==> src/rtl/hazard_stall_ctrl_pkg.sv <==
// Shared definitions for the pipeline hazard/stall controller: FSM state
// encodings, register-index type and ID_EX control-word bit positions.
package hazard_stall_ctrl_pkg;

  typedef logic [4:0] reg_idx_t;

  localparam reg_idx_t REG_ZERO = 5'd0;

  // Controller FSM encodings (kept as plain constants for legacy tools)
  localparam logic [1:0] ST_RUN      = 2'd0;
  localparam logic [1:0] ST_MEM_WAIT = 2'd1;
  localparam logic [1:0] ST_FAULT    = 2'd2;

  // Layout of the 10-bit ID_EX control word that idex_bubble zeroes
  localparam int CW_W        = 10;
  localparam int CW_REGWRITE = 0;
  localparam int CW_MEMREAD  = 3;
  localparam int CW_MEMWRITE = 4;

endpackage

==> src/rtl/hazard_stall_ctrl_if.sv <==
// Bundle between the pipeline datapath (master) and the hazard/stall
// controller (slave): hazard sources in, hold/bubble/flush controls out.
interface hazard_stall_ctrl_if #(
  parameter int CNT_W = 16
);
  import hazard_stall_ctrl_pkg::*;

  reg_idx_t         id_rs;
  reg_idx_t         id_rt;
  logic             id_uses_rt;
  logic             ex_memread;
  reg_idx_t         ex_rt;
  logic             mem_access;
  logic             mem_ready;
  logic             branch_taken;
  logic             pc_hold;
  logic             ifid_hold;
  logic             ifid_flush;
  logic             idex_hold;
  logic             idex_bubble;
  logic             exmem_hold;
  logic [CNT_W-1:0] stall_count;
  logic             mem_timeout;

  modport master (
    output id_rs, id_rt, id_uses_rt, ex_memread, ex_rt,
           mem_access, mem_ready, branch_taken,
    input  pc_hold, ifid_hold, ifid_flush, idex_hold, idex_bubble,
           exmem_hold, stall_count, mem_timeout
  );

  modport slave (
    input  id_rs, id_rt, id_uses_rt, ex_memread, ex_rt,
           mem_access, mem_ready, branch_taken,
    output pc_hold, ifid_hold, ifid_flush, idex_hold, idex_bubble,
           exmem_hold, stall_count, mem_timeout
  );

endinterface

==> src/rtl/hazard_stall_ctrl_hazard_detect.sv <==
// Combinational load-use compare between the load in EX and the
// instruction in ID. Register $0 is hardwired and never hazards.
module hazard_detect
  import hazard_stall_ctrl_pkg::*;
(
  input  reg_idx_t id_rs,
  input  reg_idx_t id_rt,
  input  logic     id_uses_rt,
  input  logic     ex_memread,
  input  reg_idx_t ex_rt,
  output logic     load_use
);

  logic rs_match;
  logic rt_match;

  assign rs_match = (ex_rt == id_rs);
  assign rt_match = id_uses_rt & (ex_rt == id_rt);
  assign load_use = ex_memread & (ex_rt != REG_ZERO) & (rs_match | rt_match);

endmodule

==> src/rtl/hazard_stall_ctrl.sv <==
// Pipeline hold/bubble/flush controller: load-use bubble insertion,
// whole-pipe freeze on data-memory wait with watchdog, branch flush and a
// saturating stall-cycle counter.
module hazard_stall_ctrl
  import hazard_stall_ctrl_pkg::*;
#(
  parameter int MAX_WAIT = 16,
  parameter int CNT_W    = 16
) (
  input  logic                clk,
  input  logic                reset,
  hazard_stall_ctrl_if.slave  bus
);

  localparam int WAIT_W = $clog2(MAX_WAIT + 1);
  localparam logic [WAIT_W-1:0] WAIT_LIMIT = WAIT_W'(MAX_WAIT);
  localparam logic [WAIT_W-1:0] WAIT_ONE   = WAIT_W'(1);

  logic [1:0]        state;
  logic [WAIT_W-1:0] wait_cnt;
  logic [WAIT_W-1:0] wait_inc;
  logic [CNT_W-1:0]  stall_count;
  logic              mem_timeout;
  logic              load_use;
  logic              mem_stall;
  logic              freeze;

  hazard_detect u_hazard_detect (
    .id_rs      (bus.id_rs),
    .id_rt      (bus.id_rt),
    .id_uses_rt (bus.id_uses_rt),
    .ex_memread (bus.ex_memread),
    .ex_rt      (bus.ex_rt),
    .load_use   (load_use)
  );

  assign mem_stall = bus.mem_access & ~bus.mem_ready;
  // FAULT freezes unconditionally; otherwise only an outstanding access does
  assign freeze    = (state == ST_FAULT) | mem_stall;
  assign wait_inc  = wait_cnt + WAIT_ONE;

  // Prioritised same-cycle controls: freeze > branch flush > load-use bubble
  always_comb begin
    bus.pc_hold     = 1'b0;
    bus.ifid_hold   = 1'b0;
    bus.ifid_flush  = 1'b0;
    bus.idex_hold   = 1'b0;
    bus.idex_bubble = 1'b0;
    bus.exmem_hold  = 1'b0;
    if (freeze) begin
      bus.pc_hold    = 1'b1;
      bus.ifid_hold  = 1'b1;
      bus.idex_hold  = 1'b1;
      bus.exmem_hold = 1'b1;
    end else if (bus.branch_taken) begin
      bus.ifid_flush  = 1'b1;
      bus.idex_bubble = 1'b1;
    end else if (load_use) begin
      bus.pc_hold     = 1'b1;
      bus.ifid_hold   = 1'b1;
      bus.idex_bubble = 1'b1;
    end
  end

  // Memory-wait FSM with consecutive-wait watchdog; FAULT is sticky until reset
  always_ff @(posedge clk) begin
    if (reset) begin
      state       <= ST_RUN;
      wait_cnt    <= '0;
      mem_timeout <= 1'b0;
    end else begin
      case (state)
        ST_RUN: begin
          if (mem_stall) begin
            state    <= ST_MEM_WAIT;
            wait_cnt <= WAIT_ONE;
          end
        end
        ST_MEM_WAIT: begin
          if (bus.mem_ready) begin
            state    <= ST_RUN;
            wait_cnt <= '0;
          end else if (wait_inc >= WAIT_LIMIT) begin
            state       <= ST_FAULT;
            wait_cnt    <= wait_inc;
            mem_timeout <= 1'b1;
          end else begin
            wait_cnt <= wait_inc;
          end
        end
        ST_FAULT: begin
          state <= ST_FAULT;
        end
        default: begin
          state    <= ST_RUN;
          wait_cnt <= '0;
        end
      endcase
    end
  end

  // Debug counter of PC-hold cycles, saturating at all-ones
  always_ff @(posedge clk) begin
    if (reset) begin
      stall_count <= '0;
    end else if (bus.pc_hold && (stall_count != {CNT_W{1'b1}})) begin
      stall_count <= stall_count + CNT_W'(1);
    end
  end

  assign bus.stall_count = stall_count;
  assign bus.mem_timeout = mem_timeout;

endmodule

==> src/flat_wrapper.sv <==
// flat-port wrapper written by rule: the top's interface ports become plain ports
module hazard_stall_ctrl_flat import hazard_stall_ctrl_pkg::*;
#(
  parameter int MAX_WAIT = 16,
  parameter int CNT_W    = 16
)
  (clk, reset, bus_id_rs, bus_id_rt, bus_id_uses_rt, bus_ex_memread, bus_ex_rt, bus_mem_access, bus_mem_ready, bus_branch_taken, bus_pc_hold, bus_ifid_hold, bus_ifid_flush, bus_idex_hold, bus_idex_bubble, bus_exmem_hold, bus_stall_count, bus_mem_timeout);
  hazard_stall_ctrl_if #(.CNT_W(CNT_W)) bus_i ();
  input  logic clk;
  input  logic reset;
  input wire logic [$bits(bus_i.id_rs)-1:0] bus_id_rs;
  input wire logic [$bits(bus_i.id_rt)-1:0] bus_id_rt;
  input wire logic [$bits(bus_i.id_uses_rt)-1:0] bus_id_uses_rt;
  input wire logic [$bits(bus_i.ex_memread)-1:0] bus_ex_memread;
  input wire logic [$bits(bus_i.ex_rt)-1:0] bus_ex_rt;
  input wire logic [$bits(bus_i.mem_access)-1:0] bus_mem_access;
  input wire logic [$bits(bus_i.mem_ready)-1:0] bus_mem_ready;
  input wire logic [$bits(bus_i.branch_taken)-1:0] bus_branch_taken;
  output wire logic [$bits(bus_i.pc_hold)-1:0] bus_pc_hold;
  output wire logic [$bits(bus_i.ifid_hold)-1:0] bus_ifid_hold;
  output wire logic [$bits(bus_i.ifid_flush)-1:0] bus_ifid_flush;
  output wire logic [$bits(bus_i.idex_hold)-1:0] bus_idex_hold;
  output wire logic [$bits(bus_i.idex_bubble)-1:0] bus_idex_bubble;
  output wire logic [$bits(bus_i.exmem_hold)-1:0] bus_exmem_hold;
  output wire logic [$bits(bus_i.stall_count)-1:0] bus_stall_count;
  output wire logic [$bits(bus_i.mem_timeout)-1:0] bus_mem_timeout;
  assign bus_i.id_rs = bus_id_rs;
  assign bus_i.id_rt = bus_id_rt;
  assign bus_i.id_uses_rt = bus_id_uses_rt;
  assign bus_i.ex_memread = bus_ex_memread;
  assign bus_i.ex_rt = bus_ex_rt;
  assign bus_i.mem_access = bus_mem_access;
  assign bus_i.mem_ready = bus_mem_ready;
  assign bus_i.branch_taken = bus_branch_taken;
  assign bus_pc_hold = bus_i.pc_hold;
  assign bus_ifid_hold = bus_i.ifid_hold;
  assign bus_ifid_flush = bus_i.ifid_flush;
  assign bus_idex_hold = bus_i.idex_hold;
  assign bus_idex_bubble = bus_i.idex_bubble;
  assign bus_exmem_hold = bus_i.exmem_hold;
  assign bus_stall_count = bus_i.stall_count;
  assign bus_mem_timeout = bus_i.mem_timeout;
  hazard_stall_ctrl #(.MAX_WAIT(MAX_WAIT), .CNT_W(CNT_W)) u_core (.clk(clk), .reset(reset), .bus(bus_i));
endmodule
==> config.mk <==
export PLATFORM = sky130hd
export DESIGN_NAME = hazard_stall_ctrl_flat
export DESIGN_NICKNAME = d
export VERILOG_FILES = /design/src/rtl/hazard_stall_ctrl_pkg.sv /design/src/rtl/hazard_stall_ctrl_if.sv /design/src/rtl/hazard_stall_ctrl_hazard_detect.sv /design/src/rtl/hazard_stall_ctrl.sv /design/src/flat_wrapper.sv
export SDC_FILE = /design/constraint.sdc
export NUM_CORES = 1
export LEC_CHECK = 0
export ABC_CLOCK_PERIOD_IN_PS = 2600
export CAP_MARGIN = 15
export CORE_UTILIZATION = 45
export DETAILED_ROUTE_END_ITERATION = 10
export PLACE_DENSITY = 0.8
export REMOVE_ABC_BUFFERS = 1
export SLEW_MARGIN = 10
export SYNTH_ARGS = -nofsm -noshare
export SYNTH_HDL_FRONTEND = slang
export SYNTH_SLANG_ARGS = --single-unit
==> constraint.sdc <==
create_clock -name clk -period 2.6 [get_ports clk]
set_input_delay 0.52 -clock clk [delete_from_list [all_inputs] [get_ports clk]]
set_output_delay 0.52 -clock clk [all_outputs]
set_load 0.01 [all_outputs]
* Word level (Yosys, flattened, before mapping)
Cells that the tools add are included.
** Operators by class
- Reductions and logical operators :: 6
- Bitwise logic cells :: 8
- $lt $le $gt $ge :: 1
- Equal/unequal tests :: 7
- Add/sub/neg operators :: 2
- Muxes and demuxes :: 15
** Operator list (count)
- $add 16x1->16 const B :: 1
- $ne 16x16->1 const B :: 1
- $pmux 5 s3 :: 1
- $eq 5x5->1 :: 2
- $mux 5 :: 2
- $mux 1 :: 8
- $mux 2 :: 3
- $pmux 2 s3 :: 1
- $add 5x1->5 const B :: 1
- $ge 5x5->1 const B :: 1
- $reduce_bool 5->1 :: 1
- $and 1x1->1 :: 4
- $reduce_and 2->1 :: 2
- $ne 3x2->1 const B :: 1
- $reduce_and 3->1 :: 1
- $eq 2x1->1 const B :: 1
- $eq 2x2->1 const B :: 1
- $logic_not 2->1 :: 1
- $ne 2x1->1 const B :: 1
- $not 1->1 :: 2
- $or 1x1->1 :: 2
- $logic_and 1x1->1 :: 1
** Word-level totals
- Register bits after elaboration :: 24

* Depth between registers and ports, before layout
Gate-level depths: netlist of the first run.
- Word-level depth :: 8
- Mapped depth :: 9

* By module
Synthesis of the first run repeated with hierarchy kept, for this count alone.
** Second synthesis, totals
- Cells, all modules :: 168
- Area total of the unflattened synthesis :: 1390.1 um^2
** By module, submodules not included
- hazard_stall_ctrl :: cells an instance 151, times used 1, area each 1257.5 um^2, sequential area each 480.5 um^2
- hazard_detect :: cells an instance 17, times used 1, area each 132.6 um^2, sequential area each 0.0 um^2

* Worst setup path after synthesis of the first run
No wires, ideal clock.
- Path type :: input port to output port
- Start point :: in bus_ex_rt[1]
- End point :: out bus_pc_hold
- Required time :: 2.080 ns
- Arrival time :: 1.751 ns
- Slack :: 0.329 ns
- Buffers on the path :: 1
- Stages :: 6
- Path through :: or4_1 o21ai_2 nor2_1 a21oi_2 inv_1 buf_4
** On the way
- Cells in the longest elaborated chain, start to end :: 7
- Elaborated cells between the ends (all ways) :: 10
- Those cells by class :: eq/ne: 2; mux: 3; bitwise: 4; reduce/logical: 1
** Ends and longest elaborated chain
- start, declared :: RTL line flat_wrapper.sv:15 : input wire logic [$bits(bus_i.ex_rt)-1:0] bus_ex_rt;
- $eq 5x5->1 :: RTL line hazard_stall_ctrl_hazard_detect.sv:18 : assign rt_match = id_uses_rt & (ex_rt == id_rt);
- $and 1x1->1 :: RTL line hazard_stall_ctrl_hazard_detect.sv:18
- $or 1x1->1 :: RTL line hazard_stall_ctrl_hazard_detect.sv:19 : assign load_use = ex_memread & (ex_rt != REG_ZERO) & (rs_match | rt_match);
- $and 1x1->1 * :: RTL line hazard_stall_ctrl_hazard_detect.sv:19
- $mux 1 * (3 in a row)
- end, declared :: RTL line flat_wrapper.sv:19 : output wire logic [$bits(bus_i.pc_hold)-1:0] bus_pc_hold;
Mark *: on every way between the ends. The rest lies on a longest branch, timed or not.

* Final worst setup path of the first run
- Start point :: in bus_ex_rt[2]
- End point :: out bus_idex_bubble
** On the way
- Cells in the longest elaborated chain, start to end :: 7
- Elaborated cells between the ends (all ways) :: 10
- Those cells by class :: eq/ne: 2; mux: 3; bitwise: 4; reduce/logical: 1
** Ends and longest elaborated chain
- $eq 5x5->1 :: RTL line hazard_stall_ctrl_hazard_detect.sv:18
- $and 1x1->1 :: RTL line hazard_stall_ctrl_hazard_detect.sv:18
- $or 1x1->1 :: RTL line hazard_stall_ctrl_hazard_detect.sv:19
- $and 1x1->1 * :: RTL line hazard_stall_ctrl_hazard_detect.sv:19
- $mux 1 * :: RTL line hazard_stall_ctrl.sv:58 : end else if (load_use) begin
- $mux 1 * :: RTL line hazard_stall_ctrl.sv:55 : end else if (bus.branch_taken) begin
- $mux 1 * :: RTL line hazard_stall_ctrl.sv:50 : if (freeze) begin
- end, declared :: RTL line flat_wrapper.sv:23 : output wire logic [$bits(bus_i.idex_bubble)-1:0] bus_idex_bubble;
Marked as above.

==> metrics.md, run 1 <==
| Metric | Value |
|---|---|
| Final Setup Violations | `0` |
| Hold Crit Endpoint | `u_core.bus.mem_timeout$_SDFFE_PP0P_` |
| Internal | `0.6085 mW` |
| GR Util met2 | `38.82%` |
| Crit Path Max Fanout | `3` |
| Post-Syn Instances | `160` |
| Fin nets | `242` |
| Die Area | `between 0.003 and 0.004 mm2` |
| Distinct cells, synth | `38` |
| Critical path class | `in -> out` |
| Util after Layout | `69.76%` |
| Status | `finished, final reports clean` |
| Syn_area_per_cell | `8.485 um2` |
| CTS Hold Bufs | `0` |
| Post-synth EDFFs | `0` |
| Worst setup SP type | `input pin` |
| LEAKAGE | `0.7231 nW` |
| Final instance area | `0.001957 mm2` |
| Synth Warn # | `0` |
| Placed insts | `about 240` |
| Post-synth top area cell | `dfxtp_1` |
| Final Hold Viols | `0` |
| Chip Height | `56.93 um` |
| I/O Buffers | `44` |
| Cell Area, Synth | `0.001358 mm2` |
| Fin worst setup slack | `0.08565 ns` |
| Sw Share | `22.89%` |
| Worst R2R Path Depth | `8` |
| Syn-to-layout area delta | `44.15%` |
| DR iter-0 viols | `24` |
| Max cap viols | `0` |
| Routed Wire Length | `roughly 3.5 mm` |
| Share of cells above drive strength 1 | `14.75%` |
| GRT busiest layer | `met2` |
| Final ANT Viol Nets | `0` |
| Number of detailed-route iterations in the first pass | `4` |
| Die width | `56.93 um` |
| Hold_sp | `u_core.bus.mem_timeout$_SDFFE_PP0P_` |
| Seq/Total Area, Yosys | `35.39%` |
| Worst-margin pin slew | `0.4930 ns` |
| Filler cells | `241` |
| FFs w/ async S/R, synth | `0%` |
| TritonCTS clock tree | `yes` |
| Antenna violations before repair | `0` |
| Final Skew | `around 0.0011 ns` |
| WP data required | `~2.1 ns` |
| Initial core utilization | `48.39%` |
| Worst R2R End | `u_core.bus.stall_count[1]$_SDFFE_PP0P_` |
| HPWL after detailed placement | `2.717 mm` |
| Core area | `0.002805 mm2` |
| CTS root buffer | `clkbuf_4` |
| Met1 Usage GRT | `27.21%` |
| Fmax | `slightly below 400 MHz` |
| Post-layout min period | `2.514 ns` |
| Worst slack at placement | `-0.4231 ns` |
| Non-Filler Instances | `about 250` |
| Total power | `0.7891 mW` |
| Final Wtd Congestion | `0.7928` |
| Clk Latency, worst-skew pair | `0.31 ns` |
| Routed vias/inst | `around 5.6` |
| CTS sink count | `24` |
| Peak supply drop | `390.7 uV` |
| Vias | `1,378` |
| Wire per inst | `roughly 14 um` |
| Yosys top cell area share | `35.39%` |
| Via count of the first global-routing pass | `1,338` |
| GRT met3 Usage | `3.917%` |
| Fin crit share | `96.71%` |
| Top_reg_cell synth | `dfxtp_1` |
| Crit path DAT | `approximately 2.0 ns` |
| Largest net degree at the start of global routing | `19` |
| RSZ-0062 raised after global routing | `no` |
| H-tree levels | `1` |
| Worst slew margin | `roughly two thirds` |
| First-pass GRT wire length | `~5.6 mm` |
| Critical Path Sink Type | `output pin` |
| Core Rows | `19` |
| Top cells by area, synth | `dfxtp_1 35%, xnor2_1 7.7%, a21oi_1 6.6%, or3_1 5.1%, nor2_1 3.9%` |
| Sw Pwr | `around 0.18 mW` |
| Hold Crit Class | `reg -> reg` |
| Clock share of power | `roughly 34%` |
| Remaining global-route overflow | `0` |
| CTS max path bufs | `2` |
| IO Pins | `45` |
| # DRC | `0` |
| Area after DPL | `0.001897 mm2` |
| Max-slew violations | `0` |
| Logic pwr share | `between 15 and 20%` |
| Hold Path Depth | `2` |
| Power Density | `403.3 mW/mm2` |
| GRT Overall Usage | `21.48%` |
| Total CTS buffers | `3` |
| Sequential share of power | `48.0%` |
| Clock-pin slew on the worst setup and hold paths | `around 0.13 ns` |
| Synthesized flop and latch total | `24` |
| Worst reg-to-reg setup slack | `0.42 ns` |
| FF-to-FF Start | `u_core.bus.stall_count[0]$_SDFFE_PP0P_` |
| Antenna diode count | `0` |
area by class of cell:
| cell class | count | area [um2] | share of cell area, % |
|---|---|---|---|
| Clock buffer | 3 | 22.52 | 1.151 |
| Clock inverter | 1 | 30.03 | 1.535 |
| Inverter | 6 | 22.52 | 1.151 |
| Multi-Input combinational cell | 123 | 808.3 | 41.30 |
| Sequential cell | 24 | 480.5 | 24.55 |
| Tap cell | 31 | 38.79 | 1.982 |
| Timing Repair Buffer | 60 | 554.3 | 28.32 |
layout by cell type, fill, tap and decap left out, types with 9 or more instances in the layout:
master            n
dfxtp_1          24
o21ai_1           9
or3_1            11
nand3_1          10
buf_4            15
nor2_1           14
xnor2_1          12
clkdlybuf4s50_1  35
a21oi_1          18
stage by stage:
step           TNS (ns)  hold slack (ns)
2_1_floorplan         0           0.4637
3_3_place_gp     -1.057           0.4558
3_5_place_dp     -1.274           0.4802
4_1_cts               0           0.5118
5_1_grt               0           0.5497
6_report              0           0.5084
sequential cells by signal (all words and copies together), names as in the netlist:
register                cells
u_core.bus.mem_timeout      1
u_core.state                2
u_core.wait_cnt             5
u_core.bus.stall_count     16
power groups by stage:
stage	combinational, mW	sequential (mW)	clock, mW
floorplan	0.0502	0.386	0
CTS	0.140	0.379	0.277
finish	0.141	0.379	0.270
global route	0.150	0.380	0.286
global placement	0.137	0.386	0
detailed placement	0.142	0.387	0
cell usage after synthesis (2+ instances only):
library cell  instances
a21oi_1              18
a22oi_1               3
and2_1                2
buf_4                 2
clkbuf_1              3
dfxtp_1              24
ha_1                  2
inv_1                 6
mux2i_1               2
nand2_1               6
nand2b_1              2
nand3_1              10
nand4_1               6
nor2_1               14
o21a_1                2
o21ai_0               3
o21ai_1               9
o31ai_1               2
or3_1                11
or4_1                 3
xnor2_1              12
xor2_1                2
worst max-delay path: stages:
cell and delay, ns:
dlygate4sd2_1 0.25, or4_4 0.56, o21ai_4 0.18, and2b_1 0.20
o21a_1 0.15, buf_2 0.13
cell families (layout without fill, tap and decap cells):
logic type	after synthesis	after routing	synth area share [%]
DFF	24	24	35.39
buffers and inverters	13	70	5.898
and+or+nand+nor	61	61	25.44
xor gates and xnor gates	14	14	9.032
adders and majority gates	2	2	1.843
muxes	4	4	3.134
AOI/OAI and AO/OA	42	42	19.26
metal layers:
layer  part of all wire, %  up-vias
met5                     0        -
met4                   1.2        0
li1                      -      689
met3                   3.8        4
met2                    51       30
met1                    44      655
how the worst max path moves through the flow:
stage | startpoint | end | slack, ns
final | bus_ex_rt[2] | bus_idex_bubble | 0.09
after global routing | bus_ex_rt[2] | bus_idex_bubble | 0.05
after CTS | bus_ex_rt[4] | bus_idex_bubble | 0.003
after detailed placement | bus_ex_rt[1] | bus_idex_bubble | -0.42
after global placement | bus_ex_rt[1] | bus_idex_bubble | -0.36
after floorplan | bus_ex_rt[1] | u_core.bus.stall_count[10]$_SDFFE_PP0P_ | 0.43
repair_timing:
action | 4_1_cts | 5_1_grt
gates cloned | 0 | 0
pin swaps | 3 | 1
setup buffers | 2 | 0
setup endpoints to repair | 5 | 3
gates resized for setup | 18 | 2
Power figures use the tool's default switching activity.
==> run 2, diff against run 1 <==
GPL_ROUTABILITY_DRIVEN = 0   (was unset)
TNS_END_PERCENT = 100   (was unset)
==> results of run 2 <==
Same layout as run 1: the final DEF is identical, and so are final timing and power.
==> run 3, diff against run 2 <==
ABC_CLOCK_PERIOD_IN_PS = 3200   (was 2600)
CORE_UTILIZATION = 49   (was 45)
PLACE_DENSITY = 0.86   (was 0.8)
SKIP_CTS_REPAIR_TIMING = 1   (was unset)
clock period = 3.2 ns   (was 2.6 ns; I/O delays follow)
==> metrics.md, run 3 (synthesized netlist as in run 1, its figures left out) <==
| Metric | Value |
|---|---|
| Status | `finished, final reports clean` |
| Hold Crit Class | `reg -> reg` |
| RSZ-0062 raised after global routing | `no` |
| CTS sink count | `24` |
| Sequential share of power | `53.7%` |
| Routed Wire Length | `3.312 mm` |
| FF+latch area | `480.5 um2` |
| Max FFs per register | `16` |
| Fin nets | `234` |
| Share of cells above drive strength 1 | `a little under a tenth` |
| GRT Overall Usage | `23.92%` |
| Crit-path cells | `clkdlybuf4s50_1 > or4_1 > o21ai_2 > and2b_1 > o21a_1 > dlymetal6s2s_1` |
| Worst R2R End | `u_core.bus.stall_count[1]$_SDFFE_PP0P_` |
| Sw Pwr | `0.1401 mW` |
| Fin crit share | `91.54%` |
| Initial core utilization | `53.34%` |
| Core Rows | `18` |
| Logic pwr share | `a little under a fifth` |
| Filler cells | `186` |
| Max cap viols | `0` |
| TritonCTS clock tree | `yes` |
| Max-slew violations | `0` |
| Worst slew margin | `59.12%` |
| Multi-input logic area | `roughly 800 um2` |
| Worst reg-to-reg setup slack | `1.00 ns` |
| Peak supply drop | `267.6 uV` |
| Final Setup Violations | `0` |
| Post-layout min period | `2.929 ns` |
| Biggest regs | `u_core.bus.stall_count x16, u_core.wait_cnt x5, u_core.state x2` |
| First-pass GRT wire length | `5.112 mm` |
| Crit Path Max Fanout | `3` |
| Chip Height | `about 55 um` |
| Area after DPL | `around 0.0018 mm2` |
| Number of detailed-route iterations in the first pass | `4` |
| Internal | `0.4322 mW` |
| Via count of the first global-routing pass | `between 1,000 and 1,500` |
| CTS max path bufs | `2` |
| LEAKAGE | `0.6956 nW` |
| Routed vias/inst | `between 5 and 6` |
| Worst R2R Path Depth | `8` |
| HPWL after detailed placement | `2.587 mm` |
| Crit path DAT | `2.29 ns` |
| Largest net degree at the start of global routing | `18` |
| Max incr delay on CP | `0.53 ns` |
| Final Skew | `roughly 0.0034 ns` |
| CP max stage cell | `or4_1` |
| Syn-to-layout area delta | `38.80%` |
| Largest register by flop count | `u_core.bus.stall_count` |
| Final ANT Viol Nets | `0` |
| Commonest non-fill, non-tap cell in the layout | `clkdlybuf4s50_1` |
| Worst setup SP type | `input pin` |
| Antenna violations before repair | `0` |
| Worst setup path endpoint | `bus_idex_bubble` |
| Remaining global-route overflow | `0` |
| Non-Filler Instances | `239` |
| Final Hold Viols | `0` |
| Critical path class | `in -> out` |
| Die width | `54.64 um` |
| Post-Route Setup TNS | `0 ns` |
| I/O Buffers | `44` |
| Antenna diode count | `0` |
| DR iter-0 viols | `26` |
| Core area | `0.002545 mm2` |
| Total CTS buffers | `3` |
| Most frequent cells in the layout | `40 x clkdlybuf4s50_1, 24 x dfxtp_1, 18 x a21oi_1` |
| Clock share of power | `between 20 and 30%` |
| Crit path depth | `6` |
| Crit. Startpoint | `bus_ex_rt[2]` |
| Wire per inst | `13.86 um` |
| Critical Path Sink Type | `output pin` |
| Clock-pin slew on the worst setup and hold paths | `0.13 ns` |
| Sw Share | `24.48%` |
| Clk Latency, worst-skew pair | `0.32 ns` |
| Util after Layout | `74.04%` |
| # DRC | `0` |
| H-tree levels | `1` |
| Die Area | `0.002985 mm2` |
| Placed insts | `235` |
| Critical path buffers and inverters | `2` |
| CTS root buffer | `clkbuf_4` |
| WP data required | `2.56 ns` |
| Vias | `1,343` |
| Power Density | `303.7 mW/mm2` |
| CP delay by family, top | `simple AND/OR/NAND/NOR gates` |
| FF-to-FF Start | `u_core.bus.stall_count[0]$_SDFFE_PP0P_` |
| Final instance area | `~0.0019 mm2` |
| IO Pins | `45` |
| Fmax | `341.4 MHz` |
| Worst-margin pin slew | `0.6113 ns` |
## run 3: changes by cell type in the layout (fill, tap and decap cells not counted)
cell / change
buf_4: -7
clkdlybuf4s50_1: +5
dlygate4sd2_1: -5
buf_2: -3
dlymetal6s2s_1: +3
buf_12: -1
bufinv_16: -1
clkbuf_8: +1
o21ai_2: +1
o21ai_4: -1
or4_1: +1
or4_4: -1
## run 3: power groups by stage
| stage | Sequential [mW] | Combinational, mW | Clock, mW |
|---|---|---|---|
| 2_1_floorplan | 0.314 | 0.0408 | 0 |
| 3_3_place_gp | 0.314 | 0.103 | 0 |
| 3_5_place_dp | 0.314 | 0.106 | 0 |
| 4_1_cts | 0.307 | 0.106 | 0.165 |
| 5_1_grt | 0.308 | 0.113 | 0.179 |
| 6_report | 0.307 | 0.105 | 0.160 |
## run 3: worst reg2reg max path, delay by kind of cell (launching register included)
kind,cells,cell delay (ns)
buffers and inverters,1,0.19
adder cells (fa/ha/maj),1,0.19
AND/OR/NAND/NOR,3,0.70
multiplexers,1,0.19
AO/OA/AOI/OAI,2,0.38
flip-flops,1,0.44
## run 3: through the flow
step	setup WS (ns)	total power, mW	hold slack [ns]
after floorplan	0.8143	0.3547	0.4637
after global placement	-0.08971	0.4164	0.4500
after detailed placement	-0.1306	0.4196	0.4564
after CTS	-0.1420	0.5784	0.4910
after global routing	0.2057	0.5996	0.5243
final	0.2708	0.5723	0.4914
## run 3: worst min path at each step
stage | startpoint | to | slack (ns) | cells after the start
2_1_floorplan | u_core.state[1]$_SDFFE_PP0P_ | u_core.state[1]$_SDFFE_PP0P_ | 0.46 | 2
3_3_place_gp | u_core.bus.mem_timeout$_SDFFE_PP0P_ | u_core.bus.mem_timeout$_SDFFE_PP0P_ | 0.45 | 2
3_5_place_dp | u_core.bus.mem_timeout$_SDFFE_PP0P_ | u_core.bus.mem_timeout$_SDFFE_PP0P_ | 0.46 | 2
4_1_cts | u_core.bus.mem_timeout$_SDFFE_PP0P_ | u_core.bus.mem_timeout$_SDFFE_PP0P_ | 0.49 | 2
5_1_grt | u_core.bus.mem_timeout$_SDFFE_PP0P_ | u_core.bus.mem_timeout$_SDFFE_PP0P_ | 0.52 | 2
6_report | u_core.bus.mem_timeout$_SDFFE_PP0P_ | u_core.bus.mem_timeout$_SDFFE_PP0P_ | 0.49 | 2
## run 3: per-layer routing
metal / global-route usage, % / wire (um) / part of all wire (%)
met5: 0 / 0 / 0
met4: 5.983 / 36 / 1.1
met3: 5.556 / 114 / 3.4
met2: 38.76 / 1611 / 49
met1: 31.60 / 1550 / 47
## run 3: area by class of cell
| cell class | instances | share of cell area [%] |
|---|---|---|
| multi-input combinational | 123 | 42.30 |
| sequential | 24 | 25.50 |
| clock buffer | 4 | 1.926 |
| inverter | 6 | 1.195 |
| tap | 30 | 1.992 |
| timing repair buffer | 52 | 27.09 |
